## config.mk

```make
export PLATFORM = sky130hd
export DESIGN_NAME = opc5ls_mem_arbiter
export DESIGN_NICKNAME = d
export VERILOG_FILES = /design/src/rtl/opc5ls_mem_arbiter.sv
export SDC_FILE = /design/constraint.sdc
export NUM_CORES = 1
export LEC_CHECK = 0
export CAP_MARGIN = 20
export CORE_UTILIZATION = 35
export CTS_BUF_LIST = sky130_fd_sc_hd__clkbuf_4
export CTS_CLUSTER_SIZE = 14
export DETAILED_ROUTE_END_ITERATION = 10
export PLACE_DENSITY = 0.87
export SETUP_SLACK_MARGIN = 0.05
export SYNTH_ARGS = -nofsm -noshare
export SYNTH_HDL_FRONTEND = slang
export SYNTH_SLANG_ARGS = --single-unit
```

## constraint.sdc

```tcl
create_clock -name clk -period 3.46 [get_ports clk]
set_clock_uncertainty 0.2 [all_clocks]
set_input_delay 0.519 -clock clk [delete_from_list [all_inputs] [get_ports clk]]
set_output_delay 0.519 -clock clk [all_outputs]
set_load 0.05 [all_outputs]
```

## src/rtl/opc5ls_mem_arbiter.sv

```systemverilog
// opc5ls_mem_arbiter: shares one synchronous single-port memory between two req/ack ports
//
// Port 0 (CPU side) has priority. Port 1 (DMA/video side) is guaranteed progress by a
// starvation counter. A 4-state sequencer (IDLE -> ACCESS -> [WAIT] -> ACK) drives the memory.
//
// Ports:
//   clk, reset                      clock, synchronous active-high reset
//   m0_req/m0_rnw/m0_addr/m0_wdata  port 0 request; fields held stable until m0_ack
//   m0_ack, m0_rdata                port 0 one-cycle completion pulse and read data
//   m1_*                            same for port 1
//   mem_en/mem_we/mem_addr/mem_wdata  memory strobe, write enable, address, write data
//   mem_rdata                       memory read data, valid RDLAT cycles after mem_en
//   owner                           port currently or most recently granted
//   busy                            high whenever the sequencer is not in IDLE
module opc5ls_mem_arbiter #(
    parameter int AW         = 16,
    parameter int DW         = 16,
    parameter int RDLAT      = 1,
    parameter int STARVE_MAX = 3
) (
    input  logic          clk,
    input  logic          reset,
    input  logic          m0_req,
    input  logic          m0_rnw,
    input  logic [AW-1:0] m0_addr,
    input  logic [DW-1:0] m0_wdata,
    output logic          m0_ack,
    output logic [DW-1:0] m0_rdata,
    input  logic          m1_req,
    input  logic          m1_rnw,
    input  logic [AW-1:0] m1_addr,
    input  logic [DW-1:0] m1_wdata,
    output logic          m1_ack,
    output logic [DW-1:0] m1_rdata,
    output logic          mem_en,
    output logic          mem_we,
    output logic [AW-1:0] mem_addr,
    output logic [DW-1:0] mem_wdata,
    input  logic [DW-1:0] mem_rdata,
    output logic          owner,
    output logic          busy
);
    localparam logic [1:0] IDLE   = 2'd0;
    localparam logic [1:0] ACCESS = 2'd1;
    localparam logic [1:0] WAIT   = 2'd2;
    localparam logic [1:0] ACK    = 2'd3;

    logic [1:0]    state;
    logic [2:0]    cnt;
    logic [3:0]    starve_cnt;
    logic [DW-1:0] rdata_q;
    logic          grant1;
    logic          sel_rnw;

    // Port 1 wins when port 0 is absent or port 0 has used up its consecutive-grant allowance.
    assign grant1  = m1_req && (!m0_req || starve_cnt == 4'(STARVE_MAX));
    // After the grant only the owner's request fields matter.
    assign sel_rnw = owner ? m1_rnw : m0_rnw;

    always_ff @(posedge clk) begin
        if (reset) begin
            state      <= IDLE;
            owner      <= 1'b0;
            starve_cnt <= 4'd0;
            rdata_q    <= '0;
            cnt        <= 3'd0;
        end else begin
            case (state)
                IDLE: if (m0_req || m1_req) begin
                    owner      <= grant1;
                    state      <= ACCESS;
                    starve_cnt <= grant1 ? 4'd0 :
                                  (m1_req && starve_cnt != 4'(STARVE_MAX)) ? starve_cnt + 4'd1 : starve_cnt;
                end
                ACCESS: begin
                    state <= sel_rnw ? WAIT : ACK;
                    cnt   <= 3'(RDLAT - 1);
                end
                WAIT: if (cnt == 3'd0) begin
                    rdata_q <= mem_rdata;
                    state   <= ACK;
                end else begin
                    cnt <= cnt - 3'd1;
                end
                default: state <= IDLE;
            endcase
        end
    end

    assign busy      = state != IDLE;
    assign mem_en    = state == ACCESS;
    assign mem_we    = mem_en && !sel_rnw;
    // Address and data are forced to zero outside ACCESS so the bus is quiet when idle.
    assign mem_addr  = mem_en ? (owner ? m1_addr : m0_addr) : '0;
    assign mem_wdata = mem_en ? (owner ? m1_wdata : m0_wdata) : '0;
    assign m0_ack    = state == ACK && !owner;
    assign m1_ack    = state == ACK && owner;
    assign m0_rdata  = rdata_q;
    assign m1_rdata  = rdata_q;
endmodule

```

==> results of run 1 <==
## cell type report
cell class | instances | area (um^2)
multi-input combinational | 167 | 1110
tap | 70 | 87.6
clock buffer | 3 | 22.5
sequential | 26 | 522
timing repair buffer | 158 | 1590
fill | 447 | 1740
clock inverter | 1 | 3.75
inverter | 7 | 26.3
## layout by cell type, fill, tap and decap left out, types with 2 or more instances in the layout
cell | Yosys | routed
o32ai_1 | 2 | 2
nor2b_1 | 35 | 35
clkbuf_4 | 0 | 3
inv_1 | 7 | 7
dfxtp_1 | 26 | 25
clkdlybuf4s50_1 | 0 | 155
a211oi_1 | 2 | 2
nand3_1 | 2 | 2
a21oi_1 | 23 | 23
o21ai_0 | 5 | 5
nand3b_1 | 2 | 2
or2b_1 | 3 | 3
mux2i_1 | 33 | 33
nand2_1 | 36 | 36
ha_1 | 8 | 8
buf_4 | 21 | 2
nand4_1 | 2 | 2
and2_1 | 3 | 3
nor2_1 | 2 | 2
## per-layer routing
layer	share of wire	wire (um)	GRT usage
met1	0.40	2300	0.224
met2	0.53	3000	0.364
met3	0.051	291	0.0375
met4	0.021	122	0.0482
met5	0	0	0
## path summary, 6_finish.rpt
kind | from | endpoint | slack [ps] | cells after the start
hold reg to reg | m0_rdata[14] | m0_rdata[14] | 280 | 2
setup reg to reg | cnt[0] | m0_rdata[5] | 1650 | 6
hold / removal | m0_rdata[14] | m0_rdata[14] | 280 | 2
setup / recovery | owner | mem_addr[6] | 410 | 4
## sequential cells by signal, summed over array words and instances (netlist names)
signal,flops
cnt,3
m0_rdata,16
owner,1
starve_cnt,4
state,2
## where the power goes
| part | switching, uW | internal (uW) |
|---|---|---|
| combinational | 1140 | 652 |
| clock | 88.1 | 42.4 |
| sequential | 62.3 | 356 |
## stage by stage
step / area, um^2 / util
floorplan: 1860 / -
finish: 3360 / 0.659
global placement: 3340 / 0.653
CTS: 3360 / 0.659
detailed placement: 3340 / 0.653
global route: 3360 / 0.659
## worst max-delay path, stage by stage (launching register included)
cell,delay (ps)
dfxtp_2,680
buf_12,250
mux2i_1,90
nor2b_1,130
clkdlybuf4s50_1,840
## cells by family (layout without fill, tap and decap cells)
kind of cell,Yosys count,in the layout
compound gates,34,34
flops,26,26
buf+inv,37,169
fa+ha+maj,8,8
simple gates,92,92
mux,33,33
==> impl_metrics.ini, run 1 <==
[routing]
drt_wl_total_mm = 5.71
initialDrtViolationCount = 53
ant_nets = 0
drc_errors = 0
first_pass_iters = 4
wl_per_cell_um = 13.2
via_per_inst = 4.61
vias = 1992

[floorplanning]
design.portCount = 156
num_rows = 26
core-area_mm2 = 0.00511
die_y_um = 75.0
dieArea_mm2 = 0.00562
die_w_um = 75.0
start_util = 0.365

[timing]
fin_ws_ps = 408
rsz0062_at_grt = false
relSlewSlack = 0.637
finalCriticalPeriod_ps = 3050
whs_ps = 277
fin_tns_setup_ps = 0
worst_pin_slew_ps = 543
slew_viol_final = 0
setup_viol_count_final = 0
fmax_mhz = 328
hold_viol = 0
fin_crit_sh = 0.882

[place]
place_ws_ps = 619
dp.final_hpwl_mm = 4.67
dp_cells = 428
port-buffer-count = 155
place_congestion = 0.858

[grt]
grt_max_degree = 37
grt_pass1_vias = 1823
gr-usage-all-layers = 0.194
overflow = 0
grt_pass1_wl_mm = 8.42
antenna_found_initial = 0

[synthesis]
synth_compound_area_frac = 0.101
synth_top_family_by_area = simple AND/OR/NAND/NOR gates
synth-main-ff-cell = dfxtp_1
synth_area_per_cell_um2 = 8.11
synth_nets = 324
synth.largest_area_cell = dfxtp_1
synth_xor_area_frac = 0
muxShareOfSynthArea = 0.177
synth.area.top_cells = dfxtp_1, mux2i_1, nor2b_1
yosys_warnings = 0
synth_common_cells = nand2_1, nor2b_1, mux2i_1, dfxtp_1, a21oi_1
yosys.area_share.adder = 0.0537
yosysSeqAreaShare = 0.279
netlist_area_mm2 = 0.00186
syn_inst = 230
async_flop_share = 0
synth-simple-area-share = 0.266
yosysMostFrequentCell = nand2_1
synth_cell_types = 31
ys_ff_latch = 26
yosysTopAreaCellShare = 0.279
synth-edff-count = 0

[layout]
synthToLayoutAreaGrowth_pct = 80.4
layoutNonFillerInstCount = 432
num_antenna_cells = 0
layout.nets = 457
final_layout_size_suffix_gt1_frac = 0.0249

[critical_path]
path_class = reg2out
crit_required_ps = 2740
crit_fanout = 20
worstPathArrival_ps = 2330
cp-end-kind = output port
startpoint_type = flip-flop

[clock_tree]
cts_max_path_buffers = 2
numCtsBuffers = 3
post-cts-setup-buffers = 0
cts.sinks = 26
hold_buffers = 0
clockRootBuffer = clkbuf_4
cts-resized-gates = 0
clkLatencyLatePin_ps = 330
h-tree-depth = 1
clkSlewWorstSetupHoldPaths_ps = 140
tritoncts = done

[pwr]
totalPowerFinal_uw = 2340
leakagePower_uw = 0.00116
p_per_area_mw_per_mm2 = 696
ir_drop_mv = 0.464

[run_status]
status = complete, no violations

[worst_hold_path]
hp-class = reg2reg

[job]
maxCapViolCount = 0
Note: power is estimated with default switching activity, not from simulation.
==> inputs of run 2 (changes only) <==
--- a/config.mk
+++ b/config.mk
@@ -6,11 +6,11 @@
 export NUM_CORES = 1
 export LEC_CHECK = 0
 export CAP_MARGIN = 20
-export CORE_UTILIZATION = 35
+export CORE_UTILIZATION = 36
 export CTS_BUF_LIST = sky130_fd_sc_hd__clkbuf_4
 export CTS_CLUSTER_SIZE = 14
 export DETAILED_ROUTE_END_ITERATION = 10
-export PLACE_DENSITY = 0.87
+export PLACE_DENSITY = 0.89
 export SETUP_SLACK_MARGIN = 0.05
 export SYNTH_ARGS = -nofsm -noshare
 export SYNTH_HDL_FRONTEND = slang
==> run 2 against run 1 <==
Compared with the run above: worst hold slack lost 0.57 ps; sequential cell count is the same; core utilization grew 3.9 points; clock power grew 60%.
==> impl_metrics.ini, run 2 (synthesis results as in run 1) <==
[run_status]
status = complete, no violations

[job]
maxCapViolCount = 0

[critical_path]
crit_required_ps = 2740
crit_fanout = 20
cp-end-kind = output port
startpoint_type = flip-flop
path_class = reg2out
worstPathArrival_ps = 2420

[clock_tree]
cts_max_path_buffers = 2
post-cts-setup-buffers = 0
numCtsBuffers = 3
h-tree-depth = 1
tritoncts = done
cts.sinks = 26
hold_buffers = 0
clockRootBuffer = clkbuf_4
clkSlewWorstSetupHoldPaths_ps = 140
cts-resized-gates = 0
clkLatencyLatePin_ps = 320

[pwr]
leakagePower_uw = 0.00118
ir_drop_mv = 0.451
p_per_area_mw_per_mm2 = 719

[layout]
layout_commonest_cell = clkdlybuf4s50_1
post-route-util = 0.697
largest_reg_flops = 16
layout_common_cells = clkdlybuf4s50_1, nand2_1, nor2b_1, mux2i_1, dfxtp_1
num_antenna_cells = 0
synthToLayoutAreaGrowth_pct = 81.3
final_layout_size_suffix_gt1_frac = 0.0303
layout.nets = 458
stdcell_area_mm2 = 0.00338

[floorplanning]
start_util = 0.385
num_rows = 25
die_w_um = 74.0
core-area_mm2 = 0.00485
die_y_um = 74.0
dieArea_mm2 = 0.00547
design.portCount = 156

[grt]
grt_pass1_vias = 2020
antenna_found_initial = 0
gr-usage-all-layers = 0.217
overflow = 0
grt_max_degree = 37
grt_pass1_wl_mm = 9.26

[timing]
fmax_mhz = 319
setup_viol_count_final = 0
slew_viol_final = 0
rsz0062_at_grt = false
hold_viol = 0
fin_crit_sh = 0.906
finalCriticalPeriod_ps = 3130
worst_pin_slew_ps = 557
relSlewSlack = 0.628
fin_tns_setup_ps = 0

[routing]
via_per_inst = 4.68
ant_nets = 0
top_layer_used = met4
first_pass_iters = 4
wl_met1_mm = 2.34
drc_errors = 0
wl_per_cell_um = 14.1
drt_wl_total_mm = 6.05
dr_wl_met3_um = 250
wl_met2_mm = 3.22
vias = 2013
initialDrtViolationCount = 95

[worst_hold_path]
hp-class = reg2reg

[place]
port-buffer-count = 155
dp.final_hpwl_mm = 4.91
placed_area_mm2 = 0.00333
place_congestion = 0.819
run 2: power breakdown:
group          switching, uW  total [uW]  internal (uW)
combinational           1150        1800            650
sequential              63.9         419            356
clock                   91.0         208            117
run 2: stage by stage:
step | hold slack [ps] | total power [uW] | setup slack (ps) | instances
2_1_floorplan | 249 | 1690 | 784 | 230
3_3_place_gp | 257 | 2210 | 619 | 426
3_5_place_dp | 262 | 2230 | 590 | 426
4_1_cts | 281 | 2440 | 309 | 430
5_1_grt | 299 | 2540 | 181 | 430
6_report | 276 | 2430 | 325 | 430
run 2: layout make-up:
class | count | area, um^2
clock buffer | 3 | 22.5
clock inverter | 1 | 30.0
fill | 388 | 1470
inverter | 7 | 26.3
multi-input combinational | 167 | 1110
sequential | 26 | 522
tap | 67 | 83.8
timing repair buffer | 159 | 1580
run 2: per-layer routing:
metal / GRT usage / vias up
li1: - / 1018
met2: 0.405 / 63
met3: 0.0447 / 20
met5: 0 / -
met4: 0.0855 / 0
met1: 0.239 / 912
run 2: path summary, 6_finish.rpt:
| check | slack (ps) | cells after the start | endpoint | from |
|---|---|---|---|---|
| hold reg to reg | 280 | 2 | m0_rdata[1] | m0_rdata[1] |
| setup / recovery | 330 | 4 | mem_addr[7] | owner |
| setup reg to reg | 1570 | 6 | m0_rdata[9] | cnt[0] |
| hold / removal | 280 | 2 | m0_rdata[1] | m0_rdata[1] |
run 2: critical path: stages (launching register included):
cell,delay [ps]
dfxtp_2,710
buf_4,320
mux2i_1,100
nor2b_1,120
clkdlybuf4s50_1,840
==> inputs of run 3 (changes only) <==
--- a/config.mk
+++ b/config.mk
@@ -10,6 +10,8 @@
 export CTS_BUF_LIST = sky130_fd_sc_hd__clkbuf_4
 export CTS_CLUSTER_SIZE = 14
 export DETAILED_ROUTE_END_ITERATION = 10
+export GPL_ROUTABILITY_DRIVEN = 0
+export GPL_TIMING_DRIVEN = 1
 export PLACE_DENSITY = 0.89
 export SETUP_SLACK_MARGIN = 0.05
 export SYNTH_ARGS = -nofsm -noshare
==> results of run 3 <==
Same layout as run 2: the final DEF is identical, and so are final timing and power.
